--- config.mk ---
export PLATFORM = sky130hd
export DESIGN_NAME = debounce_multi
export DESIGN_NICKNAME = d
export VERILOG_FILES = /design/src/rtl/debounce_pkg.sv /design/src/rtl/debounce_channel.sv /design/src/rtl/debounce_multi.sv
export SDC_FILE = /design/constraint.sdc
export NUM_CORES = 1
export LEC_CHECK = 0
export ABC_AREA = 1
export CELL_PAD_IN_SITES_DETAIL_PLACEMENT = 1
export CELL_PAD_IN_SITES_GLOBAL_PLACEMENT = 1
export CORE_ASPECT_RATIO = 0.75
export CORE_MARGIN = 4
export CORE_UTILIZATION = 40
export DETAILED_ROUTE_END_ITERATION = 7
export PLACE_DENSITY = 0.73
export SETUP_SLACK_MARGIN = 0.1
export SLEW_MARGIN = 5
export SYNTH_ARGS = -nofsm -noshare
export SYNTH_HDL_FRONTEND = slang
export SYNTH_SLANG_ARGS = --single-unit
--- constraint.sdc ---
create_clock -name clk -period 6.8 [get_ports clk]
set_input_delay 2.04 -clock clk [delete_from_list [all_inputs] [get_ports clk]]
set_output_delay 2.04 -clock clk [all_outputs]
set_load 0.03 [all_outputs]
--- src/rtl/debounce_pkg.sv ---
// Shared defaults and width helper for the front-panel button debouncer.
package debounce_pkg;

    localparam int TICK_COUNT_DEFAULT   = 32'h17D784;
    localparam int STABLE_TICKS_DEFAULT = 3;
    localparam int REPEAT_DELAY_DEFAULT = 32;
    localparam int REPEAT_RATE_DEFAULT  = 8;

    // Counter width for values 0..value-1, never narrower than one bit.
    function automatic int clog2_min1(input int value);
        return (value <= 2) ? 1 : $clog2(value);
    endfunction

endpackage

--- src/rtl/debounce_channel.sv ---
// One button channel: 2-FF synchroniser, tick-qualified level filter,
// registered edge pulses and hold/auto-repeat generation.
module debounce_channel
    import debounce_pkg::*;
#(
    parameter int STABLE_TICKS = STABLE_TICKS_DEFAULT,
    parameter int REPEAT_DELAY = REPEAT_DELAY_DEFAULT,
    parameter int REPEAT_RATE  = REPEAT_RATE_DEFAULT
) (
    input  logic clk,
    input  logic rst,
    input  logic tick,
    input  logic btn_in,
    output logic level,
    output logic rise,
    output logic fall,
    output logic held,
    output logic press
);

    localparam int STABLE_W  = clog2_min1(STABLE_TICKS);
    localparam int HOLD_W    = clog2_min1(REPEAT_DELAY + 1);
    localparam int RATE_W    = clog2_min1(REPEAT_RATE);
    localparam bit REPEAT_EN = (REPEAT_DELAY > 0);

    localparam logic [STABLE_W-1:0] STABLE_LAST = STABLE_W'(STABLE_TICKS - 1);
    localparam logic [HOLD_W-1:0]   HOLD_LAST   = HOLD_W'(REPEAT_DELAY - 1);
    localparam logic [HOLD_W-1:0]   HOLD_FULL   = HOLD_W'(REPEAT_DELAY);
    localparam logic [RATE_W-1:0]   RATE_LAST   = RATE_W'(REPEAT_RATE - 1);

    logic                sync_meta;
    logic                sync;
    logic [STABLE_W-1:0] stable_cnt;
    logic [HOLD_W-1:0]   hold_cnt;
    logic [RATE_W-1:0]   rate_cnt;
    logic                differ;
    logic                accept;

    assign differ = (sync != level);
    assign accept = differ && (stable_cnt == STABLE_LAST);

    // NOTE: every register here uses <= so all updates see pre-edge values,
    // which is what lets rise/held/press land in the same cycle as level.
    always_ff @(posedge clk or posedge rst) begin
        if (rst) begin
            sync_meta  <= 1'b0;
            sync       <= 1'b0;
            stable_cnt <= '0;
            hold_cnt   <= '0;
            rate_cnt   <= '0;
            level      <= 1'b0;
            rise       <= 1'b0;
            fall       <= 1'b0;
            held       <= 1'b0;
            press      <= 1'b0;
        end else begin
            sync_meta <= btn_in;
            sync      <= sync_meta;
            rise      <= 1'b0;
            fall      <= 1'b0;
            press     <= 1'b0;

            if (tick) begin
                if (!differ) begin
                    stable_cnt <= '0;
                end else if (accept) begin
                    stable_cnt <= '0;
                    level      <= sync;
                    rise       <= sync;
                    fall       <= !sync;
                    press      <= sync;
                    held       <= 1'b0;
                    hold_cnt   <= '0;
                    rate_cnt   <= '0;
                end else begin
                    stable_cnt <= stable_cnt + 1'b1;
                end

                // A tick that releases the button never produces a repeat.
                if (REPEAT_EN && level && !accept) begin
                    if (!held) begin
                        if (hold_cnt == HOLD_LAST) begin
                            hold_cnt <= HOLD_FULL;
                            held     <= 1'b1;
                            press    <= 1'b1;
                            rate_cnt <= '0;
                        end else begin
                            hold_cnt <= hold_cnt + 1'b1;
                        end
                    end else if (rate_cnt == RATE_LAST) begin
                        press    <= 1'b1;
                        rate_cnt <= '0;
                    end else begin
                        rate_cnt <= rate_cnt + 1'b1;
                    end
                end
            end
        end
    end

endmodule

--- src/rtl/debounce_multi.sv ---
// Multi-channel button debouncer: shared clock-enable prescaler feeding
// one independent debounce_channel per button.
module debounce_multi
    import debounce_pkg::*;
#(
    parameter int CHANNELS     = 4,
    parameter int TICK_COUNT   = TICK_COUNT_DEFAULT,
    parameter int STABLE_TICKS = STABLE_TICKS_DEFAULT,
    parameter int REPEAT_DELAY = REPEAT_DELAY_DEFAULT,
    parameter int REPEAT_RATE  = REPEAT_RATE_DEFAULT
) (
    input  logic                clk,
    input  logic                rst,
    input  logic [CHANNELS-1:0] btn_in,
    output logic [CHANNELS-1:0] btn_level,
    output logic [CHANNELS-1:0] btn_rise,
    output logic [CHANNELS-1:0] btn_fall,
    output logic [CHANNELS-1:0] btn_held,
    output logic [CHANNELS-1:0] btn_press,
    output logic                tick
);

    localparam int                 PRESC_W    = clog2_min1(TICK_COUNT);
    localparam logic [PRESC_W-1:0] PRESC_LAST = PRESC_W'(TICK_COUNT - 1);

    logic [PRESC_W-1:0] presc_cnt;

    always_ff @(posedge clk or posedge rst) begin
        if (rst) begin
            presc_cnt <= '0;
        end else if (tick) begin
            presc_cnt <= '0;
        end else begin
            presc_cnt <= presc_cnt + 1'b1;
        end
    end

    // Clock enable, not a derived clock: high for the single cycle at the wrap.
    assign tick = (presc_cnt == PRESC_LAST);

    for (genvar i = 0; i < CHANNELS; i++) begin : g_ch
        debounce_channel #(
            .STABLE_TICKS(STABLE_TICKS),
            .REPEAT_DELAY(REPEAT_DELAY),
            .REPEAT_RATE (REPEAT_RATE)
        ) u_channel (
            .clk   (clk),
            .rst   (rst),
            .tick  (tick),
            .btn_in(btn_in[i]),
            .level (btn_level[i]),
            .rise  (btn_rise[i]),
            .fall  (btn_fall[i]),
            .held  (btn_held[i]),
            .press (btn_press[i])
        );
    end

endmodule

Word level (Yosys, flattened, before mapping)
Cells that the tools add are included.
{"block": "op_classes", "addsub": 13, "n_eq_ne": 17, "mux": 117, "reduce_logical": 20}
{"cell": "6-bit 2-to-1 mux", "n": 20}
{"cell": "3-bit 2-to-1 mux", "n": 24}
{"cell": "1-bit 2-to-1 mux", "n": 64}
{"cell": "6-bit by 1-bit adder with 6-bit output (second input constant)", "n": 4}
{"cell": "6-bit by 5-bit == test with 1-bit output (second input constant)", "n": 4}
{"cell": "21-bit by 1-bit adder with 21-bit output (second input constant)", "n": 1}
{"cell": "21-bit == test (second input constant)", "n": 1}
{"cell": "21-bit 2-to-1 mux", "n": 1}
{"cell": "2-bit 2-to-1 mux", "n": 8}
{"cell": "3-bit by 1-bit adder with 3-bit output (second input constant)", "n": 4}
{"cell": "3-bit == test (second input constant)", "n": 4}
{"cell": "3-bit AND reduction", "n": 4}
{"cell": "2-bit by 1-bit adder with 2-bit output (second input constant)", "n": 4}
{"cell": "2-bit == test (second input constant)", "n": 4}
{"cell": "1-bit logical AND", "n": 8}
{"cell": "1-bit logical NOT", "n": 8}
{"cell": "1-bit inequality test", "n": 4}
{"block": "totals", "ff_bits": 93, "wordCells": 208}

Logic depth before layout (Yosys ltp)
Gate-level depths: netlist of the first run.
{"block": "logic_depth", "word_depth": 8, "depth_mapped": 10, "depth_no_buf": 10}

By module
Synthesis of the first run repeated with hierarchy kept, for this count alone.
{"block": "unflattened", "hier_cells": 646, "hier_area_um2": 5230.0}
{"module": "debounce_channel", "instances": 4, "cells_each": 113, "area_each_um2": 969.7, "seq_area_each_um2": 450.4}
{"module": "debounce_multi", "instances": 1, "cells_each": 194, "area_each_um2": 1351.3, "seq_area_each_um2": 525.5}

Worst setup path after synthesis of the first run
OpenSTA, ideal clock, no wires.
{"block": "synth_path", "kind": "register to output", "start": "register presc_cnt[0]", "end": "output port tick", "arrival_ns": 1.421, "required_ns": 4.760, "setup_slack_ns": 3.339, "stages_incl_launch_ff": 6, "n_path_buf": 0, "path_cell_list": "dfrtp_1 > ha_1 > inv_2 > nor2_1 > nand4_1 > nor3_4"}
{"block": "synth_via", "elab_chain_cells": 1}
{"element": "start, declared", "line": "debounce_multi.sv:26", "rtl": "logic [PRESC_W-1:0] presc_cnt;"}
{"element": "start signal, assigned", "line": "debounce_multi.sv:34", "rtl": "presc_cnt <= presc_cnt + 1'b1;"}
{"element": "21-bit == test", "line": "debounce_multi.sv:39", "rtl": "assign tick = (presc_cnt == PRESC_LAST);"}
{"element": "end, declared", "line": "debounce_multi.sv:20", "rtl": "output logic tick"}
Every way passes these cells.

Worst setup path after layout of the first run
Ends and elaborated chain as after synthesis.

==> impl_metrics.tcl, run 1 <==
set metrics [dict create \
    status "complete, no violations" \
    syn_area_um2 5310 \
    area_growth_syn_to_layout_pct 11.2 \
    nets 747 \
    die_area_um2 15200 \
    first_iter_violations 199 \
    drive_gt1_frac 0.0587 \
    rsz0062_at_grt "no" \
    setup_viol 0 \
    critPathSlowestCell "clkdlybuf4s50_1" \
    endpoint_kind "output port" \
    synth_edf_count 0 \
    critPathLaunchType "register" \
    grtUsageTotal 0.195 \
    cts_hold_buf 0 \
    max_freq_mhz 203 \
    die_h_um 108 \
    drt-total-wl_mm 14.0 \
    drc 0 \
    antenna_found_initial 0 \
    cellLeakagePower_uw 0.00304 \
    synthCells 717 \
    clock_sinks 93 \
    grt_pass1_vias 4806 \
    grt.overflow.total 0 \
    clk_latency_ps 340 \
    initial_core_util 0.409 \
    netlist.area_leader.share 0.438 \
    post-route-util 0.455 \
    hp-class "reg -> reg" \
    antennaDiodeCount 0 \
    critPathTopFamily "simple AND/OR/NAND/NOR gates" \
    cts_setup_buffers 0 \
    fin_crit_ps 4920 \
    place_hpwl_mm 10.2 \
    synth_area_leader_cell "dfrtp_1" \
    clkTransAtPathRegs_ps 70 \
    die-width_um 141 \
    ant_nets 0 \
    grt_pass1_wl_mm 23.7 \
    synthTopCellsByCount "213 x nand2_1, 95 x inv_1, 93 x dfrtp_1" \
    cts.path.max_buffers 2 \
    cts_tree "done" \
    max_slew.worst_pin.slew_ps 665 \
    critPathKind "reg -> out" \
    power_density_nw_per_um2 190 \
    viasPerCell 5.13 \
    ir_drop_uv 115 \
    crit_chain "ha_1 -> inv_2 -> nor2_1 -> nand4_1 -> nor3_4 -> clkdlybuf4s50_1" \
    numPortBuffers 26 \
    setup_tns_ps 0 \
    crit_path_max_incr_delay_ps 800 \
    vias 4635 \
    coreArea_um2 13000 \
    synth_area_per_cell_um2 7.40 \
    wl_per_cell_um 15.5 \
    grt_max_degree 53 \
    synth.distinct_cells 32 \
    synth_warnings 0 \
    synthFlopType "dfrtp_1" \
    async_reset_ff_frac 1.00 \
    root_buffer "clkbuf_16" \
    finalHoldViolations 0 \
    gp_congestion 0.903 \
    ys_seq_area_frac 0.438 \
    arrival_ps 2880 \
    htreeDepth 3 \
    synth.most_common_cell "nand2_1" \
    core.rowCount 36 \
    finalMaxSlewViolations 0 \
    maxCapViolCount 0 \
    dr.pass1.iters 4 \
    cts_resized 0 \
    yosys-top-cells-area "dfrtp_1 44%, nand2_1 15%, inv_1 6.7%" \
    required_ps 4760 \
    fin_crit_sh 0.724 \
    crit_fanout 9 \
    crit_buf_inv 2 \
    fin_skew_ps 7.17 \
    io-pin-count 27 \
    ys_seq_elements 93 \
    syn-num-nets 736 \
    slew_headroom 0.554 \
    cts_made_buffers 9 \
    num-fill-cells 1639 \
]
worst paths after layout:
check / startpoint / endpoint / slack [ps] / cells after the start
worst max-delay path: presc_cnt[0]$_DFF_PP0_ / tick / 1880 / 6
worst min-delay path: g_ch[1].u_channel.sync_meta$_DFF_PP0_ / g_ch[1].u_channel.sync$_DFF_PP0_ / 360 / 0
worst max register to register: presc_cnt[0]$_DFF_PP0_ / g_ch[3].u_channel.hold_cnt[1]$_DFFE_PP0N_ / 4260 / 8
worst min register to register: g_ch[1].u_channel.sync_meta$_DFF_PP0_ / g_ch[1].u_channel.sync$_DFF_PP0_ / 360 / 0
max in group asynchronous: rst / g_ch[1].u_channel.held$_DFFE_PP0N_ / 3660 / 3
min in group asynchronous: rst / g_ch[2].u_channel.rise$_DFF_PP0_ / 2140 / 2
worst reg2reg max path: stages (launching register included):
cell and delay (ps):
dfrtp_1 420, ha_1 310, nand2_1 120, nor2_2 380
nand2_4 380, clkinv_2 400, o21ai_1 240, nand2_1 100
nand2_1 60
metal layers:
layer / part of all wire / up-vias / GRT usage
li1: - / 2267 / -
met1: 0.49 / 2282 / 0.269
met2: 0.47 / 76 / 0.321
met3: 0.035 / 10 / 0.0351
met4: 0.0081 / 0 / 0.0429
met5: 0 / - / 0
report_power, final:
part	leakage, µW	internal (µW)	total (µW)	switching (µW)
Sequential	0.00127	555	557	1.29
Clock	0.000156	323	544	222
Combinational	0.00162	4.13	18.3	14.1
Total	0.00304	882	1120	237
cell families (layout without fill, tap and decap cells):
family | count (synthesis) | count (layout) | synth area share
AOI/OAI and AO/OA | 53 | 53 | 0.0547
DFF | 93 | 93 | 0.438
xor gates and xnor gates | 13 | 13 | 0.0215
buffers and inverters | 125 | 141 | 0.108
and+or+nand+nor | 420 | 420 | 0.347
adders and majority gates | 13 | 13 | 0.0306
layout by cell type, fill, tap and decap left out, types with 2 or more instances in the layout:
cell type,Yosys,layout
nand2_1,213,213
inv_1,95,94
dfrtp_1,93,93
nor2_1,84,84
nand3_1,69,69
a21oi_1,27,27
clkdlybuf4s50_1,0,26
nand4_1,20,20
o21ai_0,14,14
ha_1,13,13
xor2_1,12,12
nor3_1,11,11
clkbuf_16,0,9
o21ai_1,6,6
nand2_2,5,5
or2_2,4,4
o21bai_2,3,3
nor2_2,3,3
nand3_2,3,3
clkinv_2,1,3
nand3b_1,2,2
o21bai_1,2,2
nor2_4,2,2
clkinv_4,0,2
bufinv_16,0,2
registers in the layout (all words and copies together), names as in the netlist:
register	cells
g_ch.u_channel.fall	4
g_ch.u_channel.held	4
g_ch.u_channel.hold_cnt	24
g_ch.u_channel.level	4
g_ch.u_channel.press	4
g_ch.u_channel.rate_cnt	12
g_ch.u_channel.rise	4
g_ch.u_channel.stable_cnt	8
g_ch.u_channel.sync	4
g_ch.u_channel.sync_meta	4
presc_cnt	21
layout make-up:
class	instances	area [µm²]	share of cell area
multi-input cells	499	2410	0.408
flip-flops and latches	93	2330	0.394
inverters	98	372	0.0629
repair buffers	27	268	0.0453
clock buffers	10	229	0.0388
well taps	171	214	0.0362
clock inverters	6	87.6	0.0148
per-stage QoR:
step                hold WS [ps]  setup slack [ps]  total power (µW)  std cells  instance area [µm²]
CTS                          359              1860              1140        904                 5900
floorplan                    331              2340               578        717                 5310
global placement             334              2400               586        888                 5590
global route                 379              1720              1160        904                 5900
detailed placement           344              2250               587        888                 5590
finish                       356              1880              1120        904                 5900
(Power assumes the default switching activity.)
==> run 2, diff against run 1 <==
Settings changed: PLACE_DENSITY 0.73 to 0.76.
Clock period 6.8 ns to 4.2 ns, I/O delays scaled along.
==> impl_metrics.tcl, run 2 (synthesized netlist as in run 1, its figures left out) <==
set metrics [dict create \
    setup_tns_ps 0 \
    critPathKind "reg -> out" \
    required_ps 2940 \
    clk_latency_ps 340 \
    area_growth_syn_to_layout_pct 11.5 \
    max_slew.worst_pin.slew_ps 632 \
    critPathLaunchType "register" \
    arrival_ps 2370 \
    final_common_cell "nand2_1" \
    maxCapViolCount 0 \
    nets 750 \
    grt_busiest_layer "met2" \
    core.rowCount 36 \
    status "complete, no violations" \
    drt-total-wl_mm 14.1 \
    num-fill-cells 1631 \
    finalHoldViolations 0 \
    finalMaxSlewViolations 0 \
    post-route-util 0.456 \
    largest_reg_flops 24 \
    fin_skew_ps 9.55 \
    dpl_cell_area_um2 5610 \
    gp_congestion 0.875 \
    critPathSlowestCell "clkdlybuf4s50_1" \
    cellLeakagePower_uw 0.00305 \
    coreArea_um2 13000 \
    use_met3 0.0333 \
    r2r_cells 8 \
    max_freq_mhz 275 \
    cts_resized 0 \
    power_density_nw_per_um2 304 \
    fin_crit_ps 3630 \
    hp-class "reg -> reg" \
    crit_chain "ha_1 -> inv_2 -> nor2_1 -> nand4_1 -> nor3_4 -> clkdlybuf4s50_1" \
    antennaDiodeCount 0 \
    setup_viol 0 \
    min_from "g_ch[1].u_channel.sync_meta$_DFF_PP0_" \
    hold_end "g_ch[1].u_channel.sync$_DFF_PP0_" \
    drive_gt1_frac 0.0598 \
    reg_top3 "g_ch.u_channel.hold_cnt x24, presc_cnt x21, g_ch.u_channel.rate_cnt x12" \
    regArea_um2 2330 \
    antenna_found_initial 0 \
    r2r_start "presc_cnt[0]$_DFF_PP0_" \
    root_buffer "clkbuf_16" \
    die-width_um 141 \
    place_hpwl_mm 10.4 \
    die_area_um2 15200 \
    r2r_slack_ps 1740 \
    grt_use_met2 0.351 \
    cts_tree "done" \
    endpoint_kind "output port" \
    whs_path_depth 0 \
    final_cell_mix "213 x nand2_1, 94 x inv_1, 93 x dfrtp_1" \
    grt.overflow.total 0 \
    vias 4679 \
    cts.path.max_buffers 2 \
    crit_fanout 6 \
    slew_headroom 0.576 \
    initial_core_util 0.409 \
    design_area_um2 5920 \
    dr.pass1.iters 4 \
    drc 0 \
    rr_endpoint "g_ch[3].u_channel.hold_cnt[4]$_DFFE_PP0N_" \
    grt.met1_usage 0.254 \
    grt_pass1_wl_mm 24.3 \
    clock_sinks 93 \
    rsz0062_at_grt "no" \
    ant_nets 0 \
    cts_made_buffers 9 \
    viasPerCell 5.16 \
    ir_drop_uv 219 \
    multi_input_area_um2 2410 \
    htreeDepth 3 \
    numPortBuffers 26 \
    grt_pass1_vias 5025 \
    cts_setup_buffers 0 \
    cts_hold_buf 0 \
    regMostFlops "g_ch.u_channel.hold_cnt" \
    first_iter_violations 241 \
    grt_max_degree 44 \
    die_h_um 108 \
    fin_crit_sh 0.865 \
    clkTransAtPathRegs_ps 60 \
    grtUsageTotal 0.196 \
    wl_per_cell_um 15.5 \
    crit_path_max_incr_delay_ps 720 \
    io-pin-count 27 \
]
==> run 2: area by class of cell <==
type / count / area share
tap: 171 / 0.0361
sequential: 93 / 0.393
timing repair buffer: 30 / 0.0490
inverter: 98 / 0.0628
clock buffer: 12 / 0.0399
multi-input combinational: 499 / 0.407
clock inverter: 4 / 0.0123
==> run 2: worst max-delay path: cells and delay by family, from the launching register on <==
kind,cells,cell delay (ps)
flops,1,420
simple gates,3,550
fa+ha+maj,1,300
buf+inv,2,780
==> run 2: through the flow <==
stage / setup slack (ps) / hold WS [ps] / power, µW / std cells
global route: 415 / 362 / 1870 / 907
floorplan: 520 / 331 / 936 / 717
finish: 565 / 355 / 1800 / 907
detailed placement: 927 / 341 / 952 / 891
global placement: 960 / 333 / 950 / 891
CTS: 539 / 356 / 1830 / 907
==> run 2: how the worst max path moves through the flow <==
stage                                       from                          endpoint  slack [ps]
after floorplan                              rst  g_ch[0].u_channel.fall$_DFF_PP0_         520
after global placement    presc_cnt[0]$_DFF_PP0_                              tick         960
after detailed placement  presc_cnt[0]$_DFF_PP0_                              tick         930
after CTS                 presc_cnt[0]$_DFF_PP0_                              tick         540
after global routing      presc_cnt[0]$_DFF_PP0_                              tick         420
final                     presc_cnt[0]$_DFF_PP0_                              tick         570
==> run 2: metal layers <==
layer / part of all wire / up-vias
met4: 0.0068 / 0
met5: 0 / -
li1: - / 2275
met1: 0.47 / 2326
met2: 0.49 / 70
met3: 0.029 / 8
==> run 2: power by group <==
| group | switching, µW | total [µW] | internal [µW] | leakage (µW) |
|---|---|---|---|---|
| Sequential | 2.13 | 901 | 899 | 0.00127 |
| Clock | 344 | 866 | 522 | 0.000147 |
| Combinational | 23.6 | 31.5 | 7.89 | 0.00164 |
| Total | 370 | 1800 | 1430 | 0.00305 |
==> run 3, diff against run 2 <==
Settings changed: CAP_MARGIN set to 10, PLACE_DENSITY 0.76 to 0.73.
Clock period 4.2 ns to 3.4 ns, I/O delays scaled along.
==> impl_metrics.tcl, run 3 (synthesized netlist as in run 1, its figures left out) <==
set metrics [dict create \
    seqPwrFrac 0.505 \
    finalMaxSlewViolations 0 \
    critPathLaunchType "register" \
    final_common_cell "nand2_1" \
    antenna_found_initial 0 \
    cts_hold_buf 0 \
    final_cell_mix "213 x nand2_1, 94 x inv_1, 93 x dfrtp_1" \
    drt-total-wl_mm 14.1 \
    gp_congestion 0.937 \
    nets 748 \
    power_density_nw_per_um2 372 \
    setup_tns_ps 0 \
    max_slew.worst_pin.slew_ps 606 \
    cts_resized 0 \
    endpoint_kind "output port" \
    drive_gt1_frac 0.0600 \
    fin_crit_sh 0.869 \
    regMostFlops "g_ch.u_channel.hold_cnt" \
    coreArea_um2 13000 \
    p_sw_uw 477 \
    grt_max_degree 94 \
    die_h_um 108 \
    crit_chain "ha_1 -> inv_2 -> nor2_1 -> nand4_1 -> nor3_4 -> buf_12" \
    initial_core_util 0.409 \
    arrival_ps 1930 \
    final_cells 904 \
    crit_fanout 6 \
    critPathSlowestCell "dfrtp_1" \
    maxCapViolCount 0 \
    finalHoldViolations 0 \
    antennaDiodeCount 0 \
    clock_sinks 93 \
    crit_path_max_incr_delay_ps 430 \
    status "complete, no violations" \
    internal_power_uw 1730 \
    reg_top3 "g_ch.u_channel.hold_cnt x24, presc_cnt x21, g_ch.u_channel.rate_cnt x12" \
    cts_setup_buffers 0 \
    wl_per_cell_um 15.6 \
    cts.path.max_buffers 2 \
    ant_nets 0 \
    fin_crit_ps 2950 \
    largest_reg_flops 24 \
    place_hpwl_mm 10.1 \
    io-pin-count 27 \
    slew_headroom 0.593 \
    drc 0 \
    post-route-util 0.456 \
    ir_drop_uv 358 \
    netSwitchingFraction 0.216 \
    rsz0062_at_grt "no" \
    first_iter_violations 179 \
    viasPerCell 5.10 \
    dpl_cell_area_um2 5620 \
    grt.overflow.total 0 \
    numPortBuffers 26 \
    required_ps 2380 \
    cts_made_buffers 9 \
    clkTransAtPathRegs_ps 70 \
    setup_viol 0 \
    grtUsageTotal 0.198 \
    area_growth_syn_to_layout_pct 11.6 \
    core.rowCount 36 \
    combPwrFrac 0.018 \
    cts_tree "done" \
    max_freq_mhz 338 \
    die_area_um2 15200 \
    dr.pass1.iters 6 \
    design_area_um2 5920 \
    cellLeakagePower_uw 0.00304 \
    grt_pass1_vias 4812 \
    die-width_um 141 \
    dp_cells 889 \
    htreeDepth 3 \
    clk_latency_ps 360 \
    hp-class "reg -> reg" \
    vias 4606 \
    grt_pass1_wl_mm 23.9 \
    pwr-share-clk 0.477 \
    root_buffer "clkbuf_16" \
    critPathKind "reg -> out" \
    fin_skew_ps 9.49 \
]
-- run 3: worst paths after layout --
kind | start | slack (ps) | to | cells after the start
worst max-delay path | presc_cnt[0]$_DFF_PP0_ | 450 | tick | 6
worst min-delay path | g_ch[2].u_channel.sync_meta$_DFF_PP0_ | 340 | g_ch[2].u_channel.sync$_DFF_PP0_ | 0
worst max register to register | presc_cnt[0]$_DFF_PP0_ | 960 | g_ch[3].u_channel.hold_cnt[2]$_DFFE_PP0N_ | 8
worst min register to register | g_ch[2].u_channel.sync_meta$_DFF_PP0_ | 340 | g_ch[2].u_channel.sync$_DFF_PP0_ | 0
max in group asynchronous | rst | 1840 | presc_cnt[18]$_DFF_PP0_ | 3
min in group asynchronous | rst | 1150 | g_ch[2].u_channel.hold_cnt[4]$_DFFE_PP0N_ | 3
-- run 3: through the flow --
step                hold WS (ps)  power (µW)  worst slack [ps]
floorplan                    331        1160               959
global placement             334        1170               919
detailed placement           336        1180               843
CTS                          345        2230               429
global route                 366        2280               340
finish                       344        2200               445
-- run 3: layer usage --
| metal | global-route usage | share of wire |
|---|---|---|
| met4 | 0.0574 | 0.014 |
| met2 | 0.319 | 0.47 |
| met3 | 0.0409 | 0.031 |
| met1 | 0.271 | 0.49 |
| met5 | 0 | 0 |
-- run 3: cell type report --
type / instances / area (µm²)
Clock inverter: 3 / 45.0
Clock buffer: 12 / 256
Fill cell: 1627 / 7050
Multi-Input combinational cell: 499 / 2410
Timing Repair Buffer: 28 / 298
Inverter: 98 / 373
Sequential cell: 93 / 2330
Tap cell: 171 / 214
-- run 3: critical path, delay by kind of cell (launching register included) --
kind / cells / cell delay [ps]
simple gates: 3 / 630
buf+inv: 2 / 220
flops: 1 / 430
fa+ha+maj: 1 / 300
-- run 3: power by group through the flow --
stage,combinational (µW),sequential (µW),clock [µW]
after floorplan,22.9,1130,0
after global placement,40.0,1130,0
after detailed placement,41.2,1130,0
after CTS,41.1,1110,1080
after global routing,45.6,1110,1120
final,38.8,1110,1050
